`src/rtl/pipe_pkg.sv`:
```
// Shared types for the MEM stage: handshake FSM states and the EX/MEM, MEM/WB payloads.
package pipe_pkg;

    localparam int unsigned XLEN      = 32;
    localparam int unsigned REG_ADDR_W = 5;

    typedef enum logic [0:0] {
        HS_IDLE = 1'b0,
        HS_WAIT = 1'b1
    } hs_state_e;

    typedef struct packed {
        logic                  valid;
        logic [REG_ADDR_W-1:0] rd;
        logic                  regwrite;
        logic                  memread;
        logic                  memwrite;
        logic [XLEN-1:0]       alu_result;
        logic [XLEN-1:0]       store_data;
    } ex_mem_t;

    typedef struct packed {
        logic                  valid;
        logic [REG_ADDR_W-1:0] rd;
        logic                  regwrite;
        logic [XLEN-1:0]       wdata;
    } mem_wb_t;

endpackage

```
`src/rtl/dmem_handshake.sv`:
```
// Data-memory request/ready handshake: request generation, pipeline stall and wait tracking.
module dmem_handshake
    import pipe_pkg::*;
(
    input  logic clk,
    input  logic rst,
    input  logic valid_i,
    input  logic memread_i,
    input  logic memwrite_i,
    input  logic dmem_ready_i,
    output logic dmem_req_c_o,
    output logic dmem_we_c_o,
    output logic stall_c_o
);

    hs_state_e state_q, state_d;

    always_ff @(posedge clk) begin
        if (rst) begin
            state_q <= HS_IDLE;
        end else begin
            state_q <= state_d;
        end
    end

    always_comb begin
        dmem_req_c_o = 1'b0;
        dmem_we_c_o  = 1'b0;
        stall_c_o    = 1'b0;
        state_d      = state_q;

        dmem_req_c_o = valid_i & (memread_i | memwrite_i);
        dmem_we_c_o  = valid_i & memwrite_i;
        stall_c_o    = dmem_req_c_o & ~dmem_ready_i;

        unique case (state_q)
            HS_IDLE: if (dmem_req_c_o && !dmem_ready_i) state_d = HS_WAIT;
            HS_WAIT: if (dmem_ready_i)                  state_d = HS_IDLE;
            default:                                    state_d = HS_IDLE;
        endcase
    end

    // EX/MEM is frozen while waiting, so the request can never drop out of WAIT.
    a_wait_holds_req: assert property (@(posedge clk) disable iff (rst)
        (state_q == HS_WAIT) |-> dmem_req_c_o);

endmodule

```
`src/rtl/mem_stage_pipe.sv`:
```
// MEM stage: EX/MEM and MEM/WB pipeline registers around a stalling data-memory handshake.
module mem_stage_pipe #(
    parameter int unsigned XLEN = pipe_pkg::XLEN
) (
    input  logic            clk,
    input  logic            rst,
    input  logic            ex_valid,
    input  logic [4:0]      ex_rd,
    input  logic            ex_regwrite,
    input  logic            ex_memread,
    input  logic            ex_memwrite,
    input  logic [XLEN-1:0] ex_alu_result,
    input  logic [XLEN-1:0] ex_store_data,
    output logic            dmem_req,
    output logic            dmem_we,
    output logic [XLEN-1:0] dmem_addr,
    output logic [XLEN-1:0] dmem_wdata,
    input  logic            dmem_ready,
    input  logic [XLEN-1:0] dmem_rdata,
    output logic [4:0]      ex_mem_rd,
    output logic            ex_mem_regwrite,
    output logic [XLEN-1:0] ex_mem_alu_result,
    output logic [4:0]      mem_wb_rd,
    output logic            mem_wb_regwrite,
    output logic [XLEN-1:0] mem_wb_wdata,
    output logic            stall,
    output logic [31:0]     stall_count
);

    pipe_pkg::ex_mem_t ex_mem_q, ex_mem_d;
    pipe_pkg::mem_wb_t mem_wb_q, mem_wb_d;
    logic [31:0]       stall_count_q, stall_count_d;
    logic              dmem_req_c, dmem_we_c, stall_c;

    dmem_handshake u_handshake (
        .clk          (clk),
        .rst          (rst),
        .valid_i      (ex_mem_q.valid),
        .memread_i    (ex_mem_q.memread),
        .memwrite_i   (ex_mem_q.memwrite),
        .dmem_ready_i (dmem_ready),
        .dmem_req_c_o (dmem_req_c),
        .dmem_we_c_o  (dmem_we_c),
        .stall_c_o    (stall_c)
    );

    // Stores never write the register file, so regwrite is dropped at capture.
    always_comb begin
        ex_mem_d = ex_mem_q;
        if (!stall_c) begin
            ex_mem_d = '0;
            if (ex_valid) begin
                ex_mem_d.valid      = 1'b1;
                ex_mem_d.rd         = ex_rd;
                ex_mem_d.regwrite   = ex_regwrite & ~ex_memwrite;
                ex_mem_d.memread    = ex_memread;
                ex_mem_d.memwrite   = ex_memwrite;
                ex_mem_d.alu_result = ex_alu_result;
                ex_mem_d.store_data = ex_store_data;
            end
        end
    end

    always_comb begin
        mem_wb_d = '0;
        if (!stall_c) begin
            mem_wb_d.valid    = ex_mem_q.valid;
            mem_wb_d.rd       = ex_mem_q.rd;
            mem_wb_d.regwrite = ex_mem_q.regwrite;
            mem_wb_d.wdata    = ex_mem_q.memread ? dmem_rdata : ex_mem_q.alu_result;
        end
        stall_count_d = stall_count_q + 32'(stall_c);
    end

    always_ff @(posedge clk) begin
        if (rst) begin
            ex_mem_q      <= '0;
            mem_wb_q      <= '0;
            stall_count_q <= '0;
        end else begin
            ex_mem_q      <= ex_mem_d;
            mem_wb_q      <= mem_wb_d;
            stall_count_q <= stall_count_d;
        end
    end

    assign dmem_req          = dmem_req_c;
    assign dmem_we           = dmem_we_c;
    assign dmem_addr         = ex_mem_q.alu_result;
    assign dmem_wdata        = ex_mem_q.store_data;
    assign stall             = stall_c;
    assign stall_count       = stall_count_q;
    assign ex_mem_rd         = ex_mem_q.rd;
    assign ex_mem_regwrite   = ex_mem_q.valid & ex_mem_q.regwrite;
    assign ex_mem_alu_result = ex_mem_q.alu_result;
    assign mem_wb_rd         = mem_wb_q.rd;
    assign mem_wb_regwrite   = mem_wb_q.valid & mem_wb_q.regwrite;
    assign mem_wb_wdata      = mem_wb_q.wdata;

endmodule

```
`config.mk`:
```
export PLATFORM = sky130hd
export DESIGN_NAME = mem_stage_pipe
export DESIGN_NICKNAME = d
export VERILOG_FILES = /design/src/rtl/pipe_pkg.sv /design/src/rtl/dmem_handshake.sv /design/src/rtl/mem_stage_pipe.sv
export SDC_FILE = /design/constraint.sdc
export NUM_CORES = 1
export LEC_CHECK = 0
export ABC_CLOCK_PERIOD_IN_PS = 3500
export BUFFER_PORTS_ARGS = -buffer_cell sky130_fd_sc_hd__buf_2
export CAP_MARGIN = 20
export CORE_MARGIN = 8
export CORE_UTILIZATION = 48
export DETAILED_ROUTE_END_ITERATION = 10
export PLACE_DENSITY = 0.89
export RECOVER_POWER = 50
export SETUP_SLACK_MARGIN = 0.15
export SLEW_MARGIN = 20
export SYNTH_ARGS = -nofsm -noshare
export SYNTH_HDL_FRONTEND = slang
export SYNTH_SLANG_ARGS = --single-unit
```
`constraint.sdc`:
```
create_clock -name clk -period 3.5 [get_ports clk]
set_input_delay 0.7 -clock clk [delete_from_list [all_inputs] [get_ports clk]]
set_output_delay 0.7 -clock clk [all_outputs]
set_load 0.01 [all_outputs]
```
=== Word-level counts from Yosys, hierarchy flattened ===
Index checks and enable logic that the tools add are counted.

* $add $sub $neg: 1
* $mul: 0
* Div/mod/pow operators: 0
* Order comparisons: 0
* Eq/ne operators: 0
* Shifts and indexed selects: 0
* Multiplexer cells: 2
* Bitwise logic cells: 9
* Reduce and logical (&&, ||, !) cells: 1

{| class="wikitable"
|+ Operators with widths
! kind !! number
|-
| 2-to-1 mux 73 bit || 1
|-
| adder 32 x 1 -> 32 bit || 1
|-
| 2-to-1 mux 32 bit || 1
|-
| AND 1 bit || 6
|-
| inverter 1 bit || 2
|-
| OR reduction 2 bit || 1
|-
| bitwise OR 1 bit || 1
|}

* Register bits after elaboration: 144
* Bits in latches: 0
* Memory bits (writable): 0
* Memory bits (read-only): 0
* Output and inout bits: 175
* Word-level logic and storage cells: 25
* Memories: 0

=== Depth between registers and ports, before layout ===
Gate-level depths: netlist (run 1).

* Depth in word-level cells: 4
* Gate-level depth with buffers: 11
* Gate-level depth less buffers: 9

=== Hierarchy ===
A second synthesis (run 1) with hierarchy kept.

* Cell total of the unflattened synthesis: 681
* Area total of the unflattened synthesis: 6363.6 sq um

{| class="wikitable"
|+ Modules (own cells, without submodules)
! module !! times used !! cells an instance !! area each (sq um)
|-
| mem_stage_pipe || 1 || 678 || 6334.8
|-
| dmem_handshake || 1 || 3 || 28.8
|}

=== Worst setup path after synthesis (run 1) ===
No wires, ideal clock.

* Path kind: input -> register
* Start point: in dmem_ready
* End point: reg stall_count_q[18], in the netlist stall_count[18]
* Setup time: 70 ps
* Arrival: 3266 ps
* Setup slack: 163 ps
* Stages on the path: 11
* Path buffers: 2
* Cells stage by stage: nor2b_1 > o21ai_1 > inv_2 > buf_1 > ha_1 > ha_1 > nand4_1 > or4_1 > buf_2 > or3_1 > a21oi_1

* Word-level cells in the longest chain between the ends: 3

{| class="wikitable"
|+ Ends and longest elaborated chain
! element !! line !! text
|-
| start, declared || mem_stage_pipe.sv:18 || <nowiki>input logic dmem_ready,</nowiki>
|-
| inverter 1 bit || dmem_handshake.sv:34 || <nowiki>stall_c_o = dmem_req_c_o & ~dmem_ready_i;</nowiki>
|-
| AND 1 bit || dmem_handshake.sv:34 ||
|-
| named net stall || mem_stage_pipe.sv:26 || <nowiki>output logic stall,</nowiki>
|-
| adder 32 x 1 -> 32 bit || mem_stage_pipe.sv:72 || <nowiki>stall_count_d = stall_count_q + 32'(stall_c);</nowiki>
|-
| end signal, assigned || mem_stage_pipe.sv:83 || <nowiki>stall_count_q <= stall_count_d;</nowiki>
|-
| end, declared || mem_stage_pipe.sv:32 || <nowiki>logic [31:0] stall_count_q, stall_count_d;</nowiki>
|}

The timed path passes the listed nets, and every way through them passes these cells.
A chain may end at the register's enable or synchronous reset.

=== Worst setup path after layout (run 1) ===
* Start point: reg ex_mem_q[72] (netlist name)
* End point: reg stall_count_q[28], in the netlist stall_count[28]

* Word-level cells in the longest chain between the ends: 3

{| class="wikitable"
|+ Ends and longest elaborated chain
! element !! line !! text
|-
| start, declared || mem_stage_pipe.sv:30 || <nowiki>pipe_pkg::ex_mem_t ex_mem_q, ex_mem_d;</nowiki>
|-
| start signal, assigned || mem_stage_pipe.sv:81 || <nowiki>ex_mem_q <= ex_mem_d;</nowiki>
|-
| AND 1 bit || dmem_handshake.sv:32 || <nowiki>dmem_req_c_o = valid_i & (memread_i | memwrite_i);</nowiki>
|-
| AND 1 bit || dmem_handshake.sv:34 ||
|-
| adder 32 x 1 -> 32 bit || mem_stage_pipe.sv:72 ||
|}

Every way passes these cells.

==> impl_metrics.prom, run 1 <==
# TYPE chip_impl_metric gauge
chip_impl_metric{name="final.period_utilization",unit="%"} 86.3
chip_impl_info{name="critPathTopFamily",value="simple AND/OR/NAND/NOR gates"} 1
chip_impl_metric{name="antenna_cells",unit=""} 0
chip_impl_metric{name="power.ir.vdd_worst",unit="mV"} 0.489
chip_impl_info{name="violated_checks",value="max-capacitance violations, max-slew violations"} 1
chip_impl_metric{name="critical_path_peak_fanout",unit=""} 13
chip_impl_metric{name="grt_pass1_wl",unit="mm"} 28.0
chip_impl_info{name="final_common_cell",value="sky130_fd_sc_hd__clkbuf_1"} 1
chip_impl_metric{name="grt_max_degree",unit=""} 74
chip_impl_info{name="status",value="finished with violations"} 1
chip_impl_metric{name="gr_util_met3",unit="%"} 7.16
chip_impl_metric{name="overflow",unit=""} 0
chip_impl_info{name="worstHoldPathType",value="flop to flop"} 1
chip_impl_metric{name="drt_pre_antenna_iters",unit=""} 4
chip_impl_metric{name="fp.coreArea",unit="um2"} 13200
chip_impl_metric{name="groute.layer.met1.usage",unit="%"} 21.2
chip_impl_metric{name="via_count_of_the_first_global_routing_pass",unit=""} 5412
chip_impl_metric{name="clock_tree.htree_level_count",unit=""} 4
chip_impl_metric{name="muxShareOfSynthArea",unit="%"} 4.98
chip_impl_metric{name="synth.cell_area",unit="um2"} 6430
chip_impl_metric{name="timing.max_cap.violations",unit=""} 1
chip_impl_metric{name="dpl.cell_count",unit=""} 1036
chip_impl_metric{name="timing.final.hold_violations",unit=""} 0
chip_impl_metric{name="timing_max_transition_violations_final",unit=""} 48
chip_impl_info{name="type_of_destination_of_the_critical_path",value="flop"} 1
chip_impl_metric{name="synth.lib_cells_used.distinct",unit=""} 39
chip_impl_metric{name="syn-num-nets",unit=""} 865
chip_impl_info{name="setup.worst_path.class",value="flop to flop"} 1
chip_impl_metric{name="leakage",unit="nW"} 2.82
chip_impl_info{name="rsz0062_at_grt",value="no"} 1
chip_impl_metric{name="remaining_design_rule_violation_count",unit=""} 0
chip_impl_metric{name="cp_data_arrival_time",unit="ps"} 3340
chip_impl_metric{name="drive_gt1_share",unit="%"} 18.9
chip_impl_metric{name="yosysWarnings",unit=""} 0
chip_impl_metric{name="initial_antenna_violation_count",unit=""} 0
chip_impl_metric{name="dp.final_hpwl",unit="mm"} 12.6
chip_impl_metric{name="top_level_ports",unit=""} 283
chip_impl_metric{name="final_net_count",unit=""} 989
chip_impl_metric{name="placement_rows",unit=""} 42
chip_impl_metric{name="postRouteWirelength",unit="mm"} 17.7
chip_impl_metric{name="via_count",unit=""} 5462
chip_impl_metric{name="flow.area_growth_from_synthesis",unit="%"} 14.0
chip_impl_metric{name="clk_path_buf_depth",unit=""} 2
chip_impl_metric{name="cp_data_required_time",unit="ps"} 3820
chip_impl_metric{name="drt-initial-drc-count",unit=""} 281
chip_impl_metric{name="synthAdderAreaFrac",unit="%"} 0.389
chip_impl_metric{name="syn_inst",unit=""} 755
chip_impl_metric{name="synth_seq_area_share",unit="%"} 44.8
chip_impl_metric{name="non_filler_cells_final",unit=""} 1068
chip_impl_metric{name="slowest_delay",unit="ps"} 640
chip_impl_info{name="global_route.peak_usage_layer",value="met2"} 1
chip_impl_metric{name="postRouteAntennaNets",unit=""} 0
chip_impl_info{name="cts-root-buf",value="sky130_fd_sc_hd__clkbuf_16"} 1
chip_impl_metric{name="post_cts_setup_repair_bufs",unit=""} 0
chip_impl_metric{name="portBuffers",unit=""} 282
chip_impl_metric{name="syn-mean-instance-area",unit="um2"} 8.52
chip_impl_metric{name="finalPower",unit="W"} 0.00393
chip_impl_info{name="critical-path-slowest-cell",value="sky130_fd_sc_hd__or4_1"} 1
chip_impl_info{name="crit_path_cell_trace",value="nor2b_1 -> o21ai_4 -> inv_2 -> ha_1 -> ha_1 -> nand4_1 -> or4_1 -> or4_1 -> a21oi_1"} 1
chip_impl_metric{name="detail_route.wl_per_cell",unit="um"} 16.5
chip_impl_metric{name="globalplace.congestion",unit=""} 0.778
chip_impl_metric{name="die-width",unit="um"} 132
chip_impl_metric{name="ys_ff_latch",unit=""} 144
chip_impl_metric{name="slew-limit-headroom",unit="%"} -37.4
chip_impl_metric{name="cts-buffers-inserted",unit=""} 17
chip_impl_metric{name="clkSinkCount",unit=""} 144
chip_impl_metric{name="clk_pin_slew",unit="ps"} 60
chip_impl_metric{name="post_cts_hold_buffer_count",unit=""} 0
chip_impl_metric{name="fin_setup_tns",unit="ps"} 0
chip_impl_metric{name="die_height",unit="um"} 132
chip_impl_metric{name="yosys.area_share.simple",unit="%"} 19.9
chip_impl_metric{name="tightest_slew",unit="ps"} 2060
chip_impl_metric{name="power.density",unit="nW/um2"} 536
chip_impl_metric{name="start_util",unit="%"} 48.7
chip_impl_metric{name="viasPerCell",unit=""} 5.11
chip_impl_metric{name="ctsResizeCount",unit=""} 0
chip_impl_metric{name="final.setup_skew",unit="ps"} 10.1
chip_impl_metric{name="final_number_of_setup_violating_endpoints",unit=""} 0
chip_impl_metric{name="fmax",unit="MHz"} 331
chip_impl_metric{name="post_synth_xor_area_fraction",unit="%"} 1.63
chip_impl_metric{name="use_met2",unit="%"} 35.4
chip_impl_info{name="setup.worst_path.start_class",value="flop"} 1
chip_impl_info{name="cts_tree",value="yes"} 1
chip_impl_metric{name="cp_num_buf_inv",unit=""} 1
chip_impl_metric{name="final.min_clock_period",unit="ps"} 3020
chip_impl_metric{name="grt_usage",unit="%"} 19.9
chip_impl_metric{name="synth-compound-area-share",unit="%"} 8.99
chip_impl_metric{name="design.die.area",unit="um2"} 17400
chip_impl_info{name="largest_family_of_logic_cells_by_synthesized_area",value="simple AND/OR/NAND/NOR gates"} 1
chip_impl_info{name="layout.cells.most_common_list",value="sky130_fd_sc_hd__clkbuf_1 (159), sky130_fd_sc_hd__dfxtp_1 (143), sky130_fd_sc_hd__buf_2 (125)"} 1
chip_impl_metric{name="insertion_delay",unit="ps"} 420
## kinds of logic (layout without fill, tap and decap cells)
kind of cell / count (synthesis) / count (layout)
AND/OR/NAND/NOR: 266 / 266
buffers and inverters: 189 / 326
flip-flops: 144 / 144
AO/OA/AOI/OAI: 110 / 110
multiplexers: 32 / 32
XOR/XNOR: 12 / 12
adder cells (fa/ha/maj): 2 / 2
## cell type report
type / instances / area (um2)
tap: 176 / 220
clock inverter: 12 / 180
timing repair buffer: 288 / 1260
inverter: 6 / 22.5
fill: 1237 / 5860
multi-input combinational: 422 / 2320
sequential: 144 / 2880
clock buffer: 20 / 447
## final timing paths
path                          startpoint  depth (start not counted)  slack (ps)                           to
max            ex_mem_q[72]$_SDFFE_PP0N_                          9         480   stall_count[28]$_SDFF_PP0_
min          dmem_wdata[18]$_SDFFE_PP0N_                          2         450  dmem_wdata[18]$_SDFFE_PP0N_
max reg2reg    ex_mem_q[72]$_SDFFE_PP0N_                          9         480   stall_count[28]$_SDFF_PP0_
min reg2reg  dmem_wdata[18]$_SDFFE_PP0N_                          2         450  dmem_wdata[18]$_SDFFE_PP0N_
## Yosys cell counts (all sizes together)
| master | count | area share (%) |
|---|---|---|
| o21ai | 10 | 0.78 |
| xor2 | 6 | 0.82 |
| or4 | 9 | 1.1 |
| ha | 2 | 0.39 |
| a31o | 1 | 0.14 |
| and4 | 2 | 0.27 |
| and2 | 10 | 0.97 |
| o41ai | 1 | 0.14 |
| nand4b | 1 | 0.14 |
| nor2 | 49 | 2.9 |
| nor4 | 2 | 0.19 |
| and3 | 2 | 0.19 |
| a21oi | 90 | 7.0 |
| or3 | 8 | 0.78 |
| o31ai | 7 | 0.82 |
| nand3 | 79 | 6.1 |
| nor2b | 3 | 0.29 |
| buf | 145 | 17 |
| or3b | 1 | 0.14 |
| o21a | 1 | 0.12 |
| mux2i | 32 | 5.0 |
| xnor2 | 6 | 0.82 |
| nand2b | 1 | 0.097 |
| nand3b | 1 | 0.12 |
| dfxtp | 144 | 45 |
| clkbuf | 38 | 2.2 |
| nand2 | 81 | 4.7 |
| or4b | 2 | 0.31 |
| or2 | 1 | 0.097 |
| nor3 | 3 | 0.23 |
| inv | 6 | 0.35 |
| nand4 | 11 | 1.3 |
## worst reg2reg max path: stages, from the launching register on
cell                      delay [ps]
sky130_fd_sc_hd__dfxtp_1         390
sky130_fd_sc_hd__nor2b_1         330
sky130_fd_sc_hd__o21ai_4         100
sky130_fd_sc_hd__inv_2            80
sky130_fd_sc_hd__ha_1            240
sky130_fd_sc_hd__ha_1            260
sky130_fd_sc_hd__nand4_1         190
sky130_fd_sc_hd__or4_1           640
sky130_fd_sc_hd__or4_1           560
sky130_fd_sc_hd__a21oi_1         150
## where the power goes
group          internal [W]  switching [W]  leakage [nW]
clock network       0.00122       0.000694         0.301
logic              0.000116       0.000173          1.34
registers           0.00169      0.0000342          1.18
## per-stage QoR
step / area [um2] / setup slack [ps] / utilization, % / hold slack (ps)
after floorplan: 6430 / 163 / - / 432
after global placement: 6920 / 253 / 52.5 / 434
after detailed placement: 6920 / 158 / 52.5 / 441
after CTS: 7550 / 488 / 57.2 / 448
after global routing: 7330 / 230 / 55.6 / 465
final: 7330 / 478 / 55.6 / 447
## flip-flops by register name (all words and copies together) (netlist names)
register,cells
ex_mem_rd,5
stall_count,32
ex_mem_q,4
dmem_addr,32
dmem_wdata,32
mem_wb_rd,5
mem_wb_q,2
mem_wb_wdata,32
## per-layer routing
metal | part of all wire [%] | vias up
li1 | - | 2660
met1 | 39 | 2542
met2 | 52 | 239
met3 | 7.5 | 21
met4 | 2.0 | 0
met5 | 0 | -
Power figures use the tool's default switching activity.
==> run 2, diff against run 1 <==
Settings changed: CORE_UTILIZATION 48 to 47, PLACE_DENSITY 0.89 to 0.88, SYNTH_HIERARCHICAL set to 1.
==> impl_metrics.prom, run 2 <==
# TYPE chip_impl_metric gauge
chip_impl_metric{name="postRouteAntennaNets",unit=""} 0
chip_impl_metric{name="clk_path_buf_depth",unit=""} 2
chip_impl_info{name="setup.worst_path.class",value="flop to flop"} 1
chip_impl_info{name="crit_path_cell_trace",value="o21a_1 -> nor2b_1 -> ha_1 -> ha_1 -> and2_1 -> nand4_2 -> or4_1 -> a21oi_1"} 1
chip_impl_metric{name="power.ir.vdd_worst",unit="mV"} 0.359
chip_impl_metric{name="portBuffers",unit=""} 282
chip_impl_metric{name="slowest_delay",unit="ps"} 600
chip_impl_metric{name="sequential_cell_area",unit="um2"} 2880
chip_impl_metric{name="die-width",unit="um"} 132
chip_impl_metric{name="leakage",unit="nW"} 2.99
chip_impl_metric{name="grt_usage",unit="%"} 18.9
chip_impl_metric{name="slew-limit-headroom",unit="%"} 56.4
chip_impl_metric{name="start_util",unit="%"} 48.1
chip_impl_info{name="synth_largest_area_cell",value="sky130_fd_sc_hd__dfxtp_1"} 1
chip_impl_metric{name="drt_pre_antenna_iters",unit=""} 5
chip_impl_metric{name="top_cell_type_s_share_of_synthesized_area",unit="%"} 45.3
chip_impl_metric{name="final_number_of_setup_violating_endpoints",unit=""} 0
chip_impl_metric{name="ys_async_sr_fraction",unit="%"} 0
chip_impl_metric{name="drt-initial-drc-count",unit=""} 252
chip_impl_metric{name="placement.setup.worst_slack",unit="ps"} 761
chip_impl_metric{name="clock_tree.htree_level_count",unit=""} 4
chip_impl_metric{name="final_critical_path_setup_slack",unit="ps"} 806
chip_impl_metric{name="syn_inst",unit=""} 681
chip_impl_info{name="status",value="finished, final reports clean"} 1
chip_impl_metric{name="via_count",unit=""} 5041
chip_impl_metric{name="final.fill_count",unit=""} 1257
chip_impl_metric{name="postRouteWirelength",unit="mm"} 17.1
chip_impl_metric{name="grt_max_degree",unit=""} 58
chip_impl_metric{name="antenna_cells",unit=""} 0
chip_impl_metric{name="design_area",unit="um2"} 7220
chip_impl_info{name="worstHoldPathType",value="flop to flop"} 1
chip_impl_info{name="critPathTopFamily",value="simple AND/OR/NAND/NOR gates"} 1
chip_impl_metric{name="final.period_utilization",unit="%"} 77.0
chip_impl_info{name="rr_startpoint",value="ex_mem_q[72]$_SDFFE_PP0N_"} 1
chip_impl_metric{name="synth_seq_area_share",unit="%"} 45.3
chip_impl_metric{name="synth.cell_area",unit="um2"} 6360
chip_impl_metric{name="cp_data_required_time",unit="ps"} 3840
chip_impl_metric{name="timing.final.hold_violations",unit=""} 0
chip_impl_metric{name="synth.lib_cells_used.distinct",unit=""} 39
chip_impl_metric{name="cp_num_buf_inv",unit=""} 0
chip_impl_metric{name="final_net_count",unit=""} 918
chip_impl_info{name="ys_dominant_reg_cell",value="sky130_fd_sc_hd__dfxtp_1"} 1
chip_impl_info{name="synth.area.top_cells",value="sky130_fd_sc_hd__dfxtp_1 (45%), sky130_fd_sc_hd__buf_4 (16%), sky130_fd_sc_hd__a22oi_1 (8.4%), sky130_fd_sc_hd__nor2_1 (7.2%), sky130_fd_sc_hd__mux2i_1 (5.0%)"} 1
chip_impl_metric{name="fmax",unit="MHz"} 371
chip_impl_metric{name="globalplace.congestion",unit=""} 0.802
chip_impl_metric{name="syn-num-nets",unit=""} 792
chip_impl_metric{name="die_height",unit="um"} 132
chip_impl_info{name="critical-path-slowest-cell",value="sky130_fd_sc_hd__or4_1"} 1
chip_impl_info{name="crit_path_frequent_cell",value="sky130_fd_sc_hd__ha_1"} 1
chip_impl_metric{name="syn-mean-instance-area",unit="um2"} 9.34
chip_impl_metric{name="timing_max_transition_violations_final",unit=""} 0
chip_impl_metric{name="detail_route.wl_per_cell",unit="um"} 17.1
chip_impl_metric{name="viasPerCell",unit=""} 5.06
chip_impl_metric{name="ys_ff_latch",unit=""} 144
chip_impl_metric{name="power.density",unit="nW/um2"} 528
chip_impl_metric{name="insertion_delay",unit="ps"} 420
chip_impl_metric{name="cts-buffers-inserted",unit=""} 17
chip_impl_metric{name="flow.area_growth_from_synthesis",unit="%"} 13.5
chip_impl_info{name="synthMostInstantiatedCell",value="sky130_fd_sc_hd__dfxtp_1"} 1
chip_impl_metric{name="multi_input_area",unit="um2"} 2240
chip_impl_metric{name="fp.coreArea",unit="um2"} 13200
chip_impl_metric{name="ctsResizeCount",unit=""} 0
chip_impl_info{name="synth_common_cells",value="sky130_fd_sc_hd__dfxtp_1 (144), sky130_fd_sc_hd__buf_4 (139), sky130_fd_sc_hd__nor2_1 (122)"} 1
chip_impl_metric{name="dp.final_hpwl",unit="mm"} 12.5
chip_impl_metric{name="post_cts_setup_repair_bufs",unit=""} 0
chip_impl_info{name="setup.worst_path.start_class",value="flop"} 1
chip_impl_metric{name="grt_pass1_wl",unit="mm"} 26.7
chip_impl_metric{name="fin_setup_tns",unit="ps"} 0
chip_impl_metric{name="critical_path_peak_fanout",unit=""} 12
chip_impl_metric{name="tightest_slew",unit="ps"} 655
chip_impl_info{name="hold_path.startpoint",value="ex_mem_q[66]$_SDFFE_PP0N_"} 1
chip_impl_info{name="rsz0062_at_grt",value="no"} 1
chip_impl_metric{name="top_level_ports",unit=""} 283
chip_impl_metric{name="overflow",unit=""} 0
chip_impl_metric{name="initial_antenna_violation_count",unit=""} 0
chip_impl_metric{name="final.min_clock_period",unit="ps"} 2690
chip_impl_metric{name="place_area",unit="um2"} 6830
chip_impl_metric{name="drive_gt1_share",unit="%"} 21.7
chip_impl_info{name="type_of_destination_of_the_critical_path",value="flop"} 1
chip_impl_info{name="cts_tree",value="yes"} 1
chip_impl_metric{name="cp_data_arrival_time",unit="ps"} 3040
chip_impl_metric{name="yosysWarnings",unit=""} 6
chip_impl_info{name="layout.cells.most_common_list",value="sky130_fd_sc_hd__clkbuf_1 (159), sky130_fd_sc_hd__dfxtp_1 (143), sky130_fd_sc_hd__buf_2 (125)"} 1
chip_impl_metric{name="final.setup_skew",unit="ps"} 6.20
chip_impl_metric{name="design.die.area",unit="um2"} 17500
chip_impl_metric{name="remaining_design_rule_violation_count",unit=""} 0
chip_impl_metric{name="placement_rows",unit=""} 42
chip_impl_metric{name="post_cts_hold_buffer_count",unit=""} 0
chip_impl_info{name="crit_path_start",value="ex_mem_q[72]$_SDFFE_PP0N_"} 1
chip_impl_metric{name="clk_pin_slew",unit="ps"} 60
chip_impl_metric{name="clkSinkCount",unit=""} 144
chip_impl_metric{name="via_count_of_the_first_global_routing_pass",unit=""} 5065
chip_impl_info{name="final_common_cell",value="sky130_fd_sc_hd__clkbuf_1"} 1
chip_impl_info{name="cts-root-buf",value="sky130_fd_sc_hd__clkbuf_16"} 1
chip_impl_metric{name="timing.max_cap.violations",unit=""} 0
chip_impl_metric{name="synth_enable_flop_cells",unit=""} 0
## run 2: cell types whose count changed after synthesis, moves of 3 or more
cell | previous run | this run
sky130_fd_sc_hd__xor2_1 | 6 | 9
sky130_fd_sc_hd__nand4_4 | 1 | 4
sky130_fd_sc_hd__nand3_1 | 79 | 8
sky130_fd_sc_hd__nand2_1 | 81 | 7
sky130_fd_sc_hd__a22oi_1 | 0 | 71
sky130_fd_sc_hd__nor2_1 | 49 | 122
sky130_fd_sc_hd__and4_4 | 0 | 3
sky130_fd_sc_hd__clkbuf_1 | 38 | 29
sky130_fd_sc_hd__a21oi_1 | 90 | 15
sky130_fd_sc_hd__buf_1 | 4 | 7
## run 2: worst paths after layout
path                                 to  slack (ps)  cells past startpoint
min             mem_wb_q[32]$_SDFF_PP0_         490                      1
max          stall_count[24]$_SDFF_PP0_         810                      8
min reg2reg     mem_wb_q[32]$_SDFF_PP0_         490                      1
max reg2reg  stall_count[24]$_SDFF_PP0_         810                      8
## run 2: kinds of logic (layout without fill, tap and decap cells)
logic type,count (synthesis),count (layout),share of synthesized area (%)
multiplexers,34,34,5.39
adder cells (fa/ha/maj),3,3,0.590
buffers and inverters,185,324,19.6
flip-flops,144,144,45.3
AND/OR/NAND/NOR,199,199,16.0
XOR/XNOR,14,14,1.93
AO/OA/AOI/OAI,102,102,11.2
## run 2: where the power goes
part	switching, W	total, W	leakage (nW)	internal, W
clock	0.000665	0.00180	0.287	0.00113
combinational	0.000170	0.000289	1.52	0.000119
sequential	0.0000347	0.00173	1.18	0.00169
total	0.000869	0.00382	2.99	0.00295
## run 2: per-layer routing
layer  vias to the layer above  part of all wire, %  routed length [um]  global-route usage, %
met5                         -                    0                   0                      0
met1                      2367                   38                6500                   18.5
li1                       2444                    -                   -                      -
met4                         0                  1.7                 294                   7.57
met2                       211                   52                8810                   33.9
met3                        19                  8.6                1470                   8.42
## run 2: per-stage QoR
stage	total power, W	utilization, %	instances	hold slack, ps
after floorplan	0.00199	-	681	445
after global placement	0.00206	51.6	964	459
after detailed placement	0.00207	51.6	964	477
after CTS	0.00387	56.1	996	492
after global routing	0.00395	54.5	996	500
final	0.00382	54.5	996	488
## run 2: cell type report
cell class              count  area share, %
clock buffers              21           6.24
well taps                 176           3.05
multi-input cells         352           31.0
repair buffers            288           17.7
flip-flops and latches    144           39.9
inverters                   4          0.208
clock inverters            11           1.92
==> run 3, diff against run 2 <==
Settings changed: ABC_CLOCK_PERIOD_IN_PS 3500 to 2800.
Clock period 3.5 ns to 2.8 ns, I/O delays scaled along.
==> impl_metrics.prom, run 3 (synthesized netlist as in run 2, its figures left out) <==
# TYPE chip_impl_metric gauge
chip_impl_info{name="status",value="finished, final reports clean"} 1
chip_impl_metric{name="drt-initial-drc-count",unit=""} 284
chip_impl_metric{name="leakage",unit="nW"} 3.02
chip_impl_metric{name="slew-limit-headroom",unit="%"} 59.0
chip_impl_metric{name="fp.coreArea",unit="um2"} 13200
chip_impl_metric{name="timing_max_transition_violations_final",unit=""} 0
chip_impl_metric{name="p_switching",unit="W"} 0.00109
chip_impl_metric{name="flow.area_growth_from_synthesis",unit="%"} 14.9
chip_impl_metric{name="internal_dissipation",unit="W"} 0.00383
chip_impl_metric{name="pwr-share-clk",unit="%"} 48.6
chip_impl_metric{name="final_net_count",unit=""} 919
chip_impl_metric{name="switching_share",unit="%"} 22.1
chip_impl_metric{name="via_count",unit=""} 5137
chip_impl_info{name="cts_tree",value="yes"} 1
chip_impl_metric{name="die_height",unit="um"} 132
chip_impl_metric{name="final_critical_path_setup_slack",unit="ps"} 322
chip_impl_metric{name="place_area",unit="um2"} 6870
chip_impl_metric{name="ff2ff_setup_slack",unit="ps"} 320
chip_impl_metric{name="post_cts_hold_buffer_count",unit=""} 0
chip_impl_metric{name="overflow",unit=""} 0
chip_impl_metric{name="cp_data_arrival_time",unit="ps"} 2810
chip_impl_info{name="setup.worst_path.start_class",value="flop"} 1
chip_impl_info{name="cts-root-buf",value="sky130_fd_sc_hd__clkbuf_16"} 1
chip_impl_info{name="rr_startpoint",value="ex_mem_q[72]$_SDFFE_PP0N_"} 1
chip_impl_metric{name="grt_pass1_wl",unit="mm"} 26.6
chip_impl_metric{name="postRouteAntennaNets",unit=""} 0
chip_impl_metric{name="final_number_of_setup_violating_endpoints",unit=""} 0
chip_impl_metric{name="globalplace.congestion",unit=""} 0.817
chip_impl_metric{name="placement.setup.worst_slack",unit="ps"} 216
chip_impl_metric{name="combinationalPowerShare",unit="%"} 7.5
chip_impl_metric{name="clk_path_buf_depth",unit=""} 2
chip_impl_metric{name="top_level_ports",unit=""} 283
chip_impl_metric{name="cts-buffers-inserted",unit=""} 17
chip_impl_info{name="critical-path-slowest-cell",value="sky130_fd_sc_hd__or4_1"} 1
chip_impl_metric{name="cp_data_required_time",unit="ps"} 3130
chip_impl_info{name="type_of_destination_of_the_critical_path",value="flop"} 1
chip_impl_info{name="holdPathEnd",value="dmem_addr[30]$_SDFFE_PP0N_"} 1
chip_impl_metric{name="critical_path_peak_fanout",unit=""} 12
chip_impl_metric{name="initial_antenna_violation_count",unit=""} 0
chip_impl_metric{name="power.density",unit="nW/um2"} 672
chip_impl_metric{name="sequential_cell_area",unit="um2"} 2880
chip_impl_metric{name="fin_setup_tns",unit="ps"} 0
chip_impl_metric{name="postRouteWirelength",unit="mm"} 16.7
chip_impl_metric{name="timing.final.hold_violations",unit=""} 0
chip_impl_metric{name="fmax",unit="MHz"} 404
chip_impl_metric{name="final.min_clock_period",unit="ps"} 2480
chip_impl_metric{name="tightest_slew",unit="ps"} 615
chip_impl_metric{name="final.fill_count",unit=""} 1270
chip_impl_metric{name="grt_max_degree",unit=""} 78
chip_impl_metric{name="timing.hold.worst_path_depth",unit=""} 3
chip_impl_metric{name="detail_route.wl_per_cell",unit="um"} 16.8
chip_impl_metric{name="design.die.area",unit="um2"} 17500
chip_impl_metric{name="portBuffers",unit=""} 282
chip_impl_info{name="crit_path_frequent_cell",value="sky130_fd_sc_hd__ha_1"} 1
chip_impl_metric{name="dp.final_hpwl",unit="mm"} 12.2
chip_impl_metric{name="slowest_delay",unit="ps"} 540
chip_impl_metric{name="via_count_of_the_first_global_routing_pass",unit=""} 5188
chip_impl_metric{name="start_util",unit="%"} 48.1
chip_impl_metric{name="placement_rows",unit=""} 42
chip_impl_metric{name="multi_input_area",unit="um2"} 2250
chip_impl_metric{name="die-width",unit="um"} 132
chip_impl_metric{name="dpl.cell_count",unit=""} 965
chip_impl_info{name="worstHoldPathType",value="input port to flop"} 1
chip_impl_info{name="rsz0062_at_grt",value="no"} 1
chip_impl_info{name="final_common_cell",value="sky130_fd_sc_hd__clkbuf_1"} 1
chip_impl_metric{name="post_cts_setup_repair_bufs",unit=""} 0
chip_impl_metric{name="clk_pin_slew",unit="ps"} 60
chip_impl_metric{name="remaining_design_rule_violation_count",unit=""} 0
chip_impl_info{name="layout.cells.most_common_list",value="sky130_fd_sc_hd__clkbuf_1 (157), sky130_fd_sc_hd__dfxtp_1 (143), sky130_fd_sc_hd__buf_2 (125)"} 1
chip_impl_metric{name="design_area",unit="um2"} 7310
chip_impl_info{name="setup.worst_path.class",value="flop to flop"} 1
chip_impl_metric{name="antenna_cells",unit=""} 0
chip_impl_metric{name="drive_gt1_share",unit="%"} 22.1
chip_impl_metric{name="drt_pre_antenna_iters",unit=""} 4
chip_impl_metric{name="non_filler_cells_final",unit=""} 996
chip_impl_metric{name="final.setup_skew",unit="ps"} 7.61
chip_impl_info{name="worst_r2r_endpoint",value="stall_count[24]$_SDFF_PP0_"} 1
chip_impl_info{name="hold_path.startpoint",value="ex_alu_result[30]"} 1
chip_impl_metric{name="viasPerCell",unit=""} 5.16
chip_impl_metric{name="power.ir.vdd_worst",unit="mV"} 0.444
chip_impl_metric{name="insertion_delay",unit="ps"} 410
chip_impl_metric{name="grt_usage",unit="%"} 18.7
chip_impl_metric{name="clock_tree.htree_level_count",unit=""} 4
chip_impl_metric{name="ctsResizeCount",unit=""} 1
chip_impl_metric{name="timing.max_cap.violations",unit=""} 0
chip_impl_metric{name="final.period_utilization",unit="%"} 88.5
chip_impl_metric{name="worstRegToRegCells",unit=""} 8
chip_impl_info{name="crit_path_cell_trace",value="o21a_1 -> nor2b_4 -> ha_1 -> ha_1 -> and2_1 -> nand4_4 -> or4_1 -> a21oi_1"} 1
chip_impl_metric{name="seqPwrFrac",unit="%"} 44.0
chip_impl_metric{name="clkSinkCount",unit=""} 144
run 3: changes by cell type in the layout (fill, tap and decap cells not counted), moves of 2 or more:
cell,before,now
sky130_fd_sc_hd__buf_12,1,3
sky130_fd_sc_hd__buf_4,6,4
sky130_fd_sc_hd__clkbuf_1,159,157
sky130_fd_sc_hd__clkbuf_8,1,3
sky130_fd_sc_hd__clkinv_2,5,3
run 3: routing by layer:
metal  wire [um]  vias up  part of all wire [%]  track usage [%]
li1            -     2450                     -                -
met1        6520     2446                    39             19.1
met2        8460      216                    51             32.8
met3        1460       25                   8.7             8.38
met4         295        0                   1.8             6.81
met5           0        -                     0                0
run 3: power groups by stage:
stage | Clock, W | Sequential (W) | Combinational, W
2_1_floorplan | 0 | 0.00219 | 0.000299
3_3_place_gp | 0 | 0.00220 | 0.000383
3_5_place_dp | 0 | 0.00220 | 0.000392
6_report | 0.00239 | 0.00216 | 0.000368
5_1_grt | 0.00252 | 0.00217 | 0.000405
4_1_cts | 0.00243 | 0.00216 | 0.000394
run 3: how the worst max path moves through the flow:
stage | from | to | slack (ps) | depth (start not counted)
2_1_floorplan | ex_mem_q[72]$_SDFFE_PP0N_ | stall_count[30]$_SDFF_PP0_ | 550 | 9
3_3_place_gp | dmem_ready | stall_count[24]$_SDFF_PP0_ | 260 | 8
6_report | ex_mem_q[72]$_SDFFE_PP0N_ | stall_count[24]$_SDFF_PP0_ | 320 | 8
3_5_place_dp | dmem_ready | stall_count[24]$_SDFF_PP0_ | 220 | 8
4_1_cts | ex_mem_q[72]$_SDFFE_PP0N_ | stall_count[24]$_SDFF_PP0_ | 270 | 8
5_1_grt | ex_mem_q[72]$_SDFFE_PP0N_ | stall_count[30]$_SDFF_PP0_ | 150 | 8
run 3: worst max-delay path: cells and delay by family, from the launching register on:
kind            cells  cell delay [ps]
fa+ha+maj           2              390
flops               1              370
simple gates        4             1310
compound gates      2              330
run 3: layout make-up:
type                       count  area share [%]
multi-input combinational    352            30.8
inverter                       4           0.205
sequential                   144            39.4
tap                          176            3.01
clock inverter                10            2.17
timing repair buffer         289            17.9
clock buffer                  21            6.43
run 3: per-stage QoR:
stage	util, %	hold slack (ps)	power, W
2_1_floorplan	-	445	0.00249
3_3_place_gp	51.9	460	0.00258
3_5_place_dp	51.9	479	0.00259
4_1_cts	56.6	361	0.00499
5_1_grt	55.2	368	0.00509
6_report	55.2	384	0.00491
